<file path="config.mk">
export PLATFORM = sky130hd
export DESIGN_NAME = ysyx_23060072_fetch_ctrl
export DESIGN_NICKNAME = d
export VERILOG_FILES = /design/src/rtl/ysyx_23060072_fetch_ctrl.sv
export SDC_FILE = /design/constraint.sdc
export NUM_CORES = 1
export LEC_CHECK = 0
export CAP_MARGIN = 20
export CORE_MARGIN = 10
export CORE_UTILIZATION = 45
export CTS_CLUSTER_DIAMETER = 60
export DETAILED_ROUTE_END_ITERATION = 10
export PLACE_DENSITY = 0.83
export SETUP_SLACK_MARGIN = 0.5
export SYNTH_ARGS = -nofsm -noshare
export SYNTH_HDL_FRONTEND = slang
export SYNTH_SLANG_ARGS = --single-unit
</file>
<file path="constraint.sdc">
create_clock -name clk -period 2.6 [get_ports clk]
set_clock_uncertainty 0.15 [all_clocks]
set_input_delay 0.39 -clock clk [delete_from_list [all_inputs] [get_ports clk]]
set_output_delay 0.39 -clock clk [all_outputs]
set_load 0.05 [all_outputs]
</file>
<file path="src/rtl/ysyx_23060072_fetch_ctrl.sv">
// Fetch PC generation and single-entry IF/ID register.
// The PC flop drives the instruction ROM directly. The ROM word returned in
// the same cycle is captured together with its PC and offered to decode
// through a valid/ready handshake. Redirects from execute override
// everything else and flush the entry.
module ysyx_23060072_fetch_ctrl #(
  parameter logic [31:0] RESET_PC = 32'h8000_0000,
  parameter logic [31:0] PC_STEP  = 32'd4,
  parameter int          DATA_W   = 32
) (
  input  logic              clk,
  input  logic              rst_n,
  input  logic              fetch_en_i,
  output logic [31:0]       instr_addr_o,
  input  logic [DATA_W-1:0] inst_rdata_i,
  input  logic              redirect_valid_i,
  input  logic [31:0]       redirect_pc_i,
  output logic              id_valid_o,
  output logic [31:0]       id_pc_o,
  output logic [DATA_W-1:0] id_inst_o,
  input  logic              id_ready_i,
  output logic              fetch_err_o,
  output logic [31:0]       fetch_cnt_o
);

  typedef enum logic {
    IDLE = 1'b0,
    RUN  = 1'b1
  } state_t;

  state_t state, state_next;

  // Stage p0: fetch PC presented to the ROM.
  logic [31:0] pc_p0;

  // Stage p1: IF/ID entry handed to decode.
  logic              vld_p1;
  logic [31:0]       pc_p1;
  logic [DATA_W-1:0] inst_p1;

  logic        err_q;
  logic [31:0] cnt_q;

  logic fire;
  logic can_load;
  logic load;

  // Redirect targets are forced onto a word boundary; the low bits only
  // feed the sticky error flag.
  function automatic logic [31:0] align_pc(input logic [31:0] target);
    return {target[31:2], 2'b00};
  endfunction

  function automatic logic misaligned(input logic [31:0] target);
    return target[1:0] != 2'b00;
  endfunction

  assign fire     = vld_p1 & id_ready_i;
  assign can_load = fetch_en_i & (~vld_p1 | id_ready_i);

  // Next-state and load decision; a redirect always suppresses the load.
  always_comb begin
    state_next = state;
    load       = 1'b0;
    unique case (state)
      IDLE: begin
        if (fetch_en_i) state_next = RUN;
      end
      RUN: begin
        if (!fetch_en_i) state_next = IDLE;
        if (can_load && !redirect_valid_i) load = 1'b1;
      end
      default: state_next = IDLE;
    endcase
  end

  // State register.
  always_ff @(posedge clk) begin
    if (!rst_n) state <= IDLE;
    else        state <= state_next;
  end

  // PC, IF/ID entry, error flag and handoff counter.
  always_ff @(posedge clk) begin
    if (!rst_n) begin
      pc_p0   <= RESET_PC;
      vld_p1  <= 1'b0;
      pc_p1   <= '0;
      inst_p1 <= '0;
      err_q   <= 1'b0;
      cnt_q   <= '0;
    end else begin
      // Decode's acceptance counts even when a redirect flushes the entry.
      if (fire) cnt_q <= cnt_q + 32'd1;

      if (redirect_valid_i) begin
        pc_p0  <= align_pc(redirect_pc_i);
        vld_p1 <= 1'b0;
        if (misaligned(redirect_pc_i)) err_q <= 1'b1;
      end else if (load) begin
        vld_p1  <= 1'b1;
        pc_p1   <= pc_p0;
        inst_p1 <= inst_rdata_i;
        pc_p0   <= pc_p0 + PC_STEP;
      end else if (fire) begin
        vld_p1 <= 1'b0;
      end
    end
  end

  assign instr_addr_o = pc_p0;
  assign id_valid_o   = vld_p1;
  assign id_pc_o      = pc_p1;
  assign id_inst_o    = inst_p1;
  assign fetch_err_o  = err_q;
  assign fetch_cnt_o  = cnt_q;

endmodule

</file>
==> impl_metrics.yaml <==
power_and_ir_drop:
  power_density_nw_per_um2: 586.8
  ir_drop_uv: 567.7
  p_leak_nw: 3.373
global_route:
  grt_overflow: 0
  grt_pass1_wl_mm: 30.08
  grt_usage: 0.2083
  grt_pass1_vias: 5524
  grt_antenna_before_repair: 0
  grt_start_max_net_pins: 91
synthesis:
  syn_area_per_cell_um2: 8.017
  ys_ff_latch: 127
  yosysTopAreaCell: "dfxtp_1"
  synth_warnings: 0
  synth_ff_type: "dfxtp_1"
  yosys.cell_types.count: 48
  synth_area_leaders: "dfxtp_1 45%, nand2_1 10%, a21oi_1 7.3%"
  yosysSeqAreaShare: 0.4473
  yosysTopAreaCellShare: 0.4473
  synthArstFlopShare: 0
  synth_area_um2: 5684
  synth_edf_count: 0
  syn_inst: 709
drt:
  vias_per_cell: 5.463
  vias: 5856
  first_pass_iters: 7
  finalWirelength_mm: 18.67
  ant_nets: 0
  drt-initial-drc-count: 409
  drc_errors: 0
  avgRoutedWirePerCell_um: 17.41
place:
  placed_cells: 1041
  dp_hpwl_mm: 13.35
  dp_slack_ns: 0.1217
  io_buffers: 194
  place.gp.congestion: 0.8494
  dpl-instance-area_um2: 7894
layout:
  finalNonFillerCells: 1072
  drive_above_1_share: 0.1217
  n_antenna_cell: 0
  num-fill-cells: 1070
  fin_area_um2: 8297
  area_growth_pct: 45.96
  fin_nets: 963
clock_tree:
  htreeDepth: 4
  cts_buffer_depth: 2
  cts_buffers: 17
  clock_latency_ns: 0.42
  cts_sinks: 127
  cts_tree: "built"
  cts-root-buf: "clkbuf_16"
  clk_pin_slew_ns: 0.05
  post_cts_buffers: 0
floorplan:
  rows: 40
  dieHeight_um: 132.4
  die_area_um2: 17530
  dieWidth_um: 132.4
  io_pins: 199
  initial_core_util: 0.4655
  core_um2: 12210
sta:
  final_max_slew_viol_count: 0
  max_freq_mhz: 485.2
  rsz0062_at_grt: "yes"
  post-route-period-util: 0.7927
  tightest_slew_ns: 0.6001
  finalHoldViolCount: 0
  layout_min_cycle_time_ns: 2.061
  slew_headroom: 0.6015
  fin_ws_ns: 0.5389
  setup_violations: 0
  setup_tns_ns: 0
  fin_hold_ws_ns: 0.2976
flow_run:
  cap_violations: 0
status:
  status: "finished, final reports clean"
worst_setup_path:
  worstPathMaxFanout: 12
  crit_path_end_kind: "flop"
  r2r_start: "fetch_cnt_o[4]$_SDFFE_PN0P_"
  crit_path_start_kind: "input port"
  reg2reg_slack_ns: 0.63
  worstPathRequired_ns: 2.78
  crit_type: "in2reg"
  startpoint: "fetch_en_i"
  arrival_ns: 2.25
  r2r_cells: 4
hold_path:
  whs_path_depth: 2
  min_path_type: "reg2reg"
  min_from: "id_pc_o[13]$_SDFFE_PN0P_"
routing by layer:
metal | wire length, µm | global-route usage | vias up
met1 | 7599 | 0.2387 | 2731
li1 | - | - | 2885
met4 | 367 | 0.07518 | 0
met2 | 9104 | 0.3433 | 206
met5 | 0 | 0 | -
met3 | 1597 | 0.08155 | 34
power by group:
group	leakage, nW	total, W	switching [W]	internal [W]
clock	0.273	0.00223	0.000827	0.00140
combinational	2.05	0.000564	0.000355	0.000209
sequential	1.05	0.00207	0.0000708	0.00200
total	3.37	0.00487	0.00125	0.00361
cells by family after synthesis:
logic type,after synthesis,share of synthesized area
and+or+nand+nor,319,0.2806
AOI/OAI and AO/OA,172,0.1840
DFF,127,0.4473
buffers and inverters,68,0.05107
xor gates and xnor gates,16,0.02465
muxes,4,0.007264
adders and majority gates,2,0.004402
other,1,0.0006597
what timing repair did:
action                     4_1_cts  5_1_grt
hold buffers                     0        0
gates resized for setup        126        3
pin swaps                        0        0
setup endpoints to repair      126       15
worst max-delay path: stages:
cell,delay [ns]
clkdlybuf4s50_1,0.52
and2_1,0.30
nand3_1,0.11
buf_4,0.20
or4_1,0.53
a31oi_1,0.19
synthesized netlist by cell type (4+ instances only):
cell / count
a211oi_1: 5
a21oi_1: 83
a311oi_1: 4
a31oi_1: 10
and2_1: 6
and3_1: 10
and4_1: 11
buf_4: 4
clkbuf_1: 46
dfxtp_1: 127
inv_1: 11
nand2_1: 154
nand2b_1: 8
nand3_1: 26
nand4_1: 22
nor2_1: 22
nor3_1: 11
nor4_1: 7
o21ai_0: 38
o31ai_1: 15
o41ai_2: 4
or3_1: 12
or4_1: 17
xnor2_1: 8
xor2_1: 8
per-stage QoR:
stage,total power (W),util
4_1_cts,0.004902,0.6788
5_1_grt,0.005027,0.6794
2_1_floorplan,0.002437,-
6_report,0.004868,0.6794
3_5_place_dp,0.002713,0.6464
3_3_place_gp,0.002708,0.6464
layout make-up:
type,count,area (µm²),share of cell area
Multi-Input combinational cell,517,2878,0.3469
Clock inverter,6,57.56,0.006937
Sequential cell,127,2597,0.3131
Timing Repair Buffer,218,2017,0.2431
Tap cell,168,210.2,0.02534
Inverter,11,41.29,0.004977
Clock buffer,25,495.5,0.05972
final timing paths:
check | to
min reg2reg | id_pc_o[13]$_SDFFE_PN0P_
max | instr_addr_o[16]$_SDFFE_PN0P_
max reg2reg | fetch_cnt_o[13]$_SDFFE_PN0P_
min | id_pc_o[13]$_SDFFE_PN0P_
registers in the layout (all words and copies together) (netlist names):
register / flops
fetch_cnt_o: 32
id_inst_o: 32
id_pc_o: 30
instr_addr_o: 30
fetch_err_o: 1
id_valid_o: 1
state: 1
layout by cell type (no fill, tap or decap), types with 20 or more instances in the layout:
cell type / count
dfxtp_2: 38
dlygate4sd2_1: 126
nand4_1: 22
dfxtp_1: 87
nand3_1: 25
nand2_1: 153
buf_4: 20
a21oi_1: 83
clkdlybuf4s50_1: 67
nor2_1: 22
o21ai_0: 38
(Power assumes the default switching activity.)
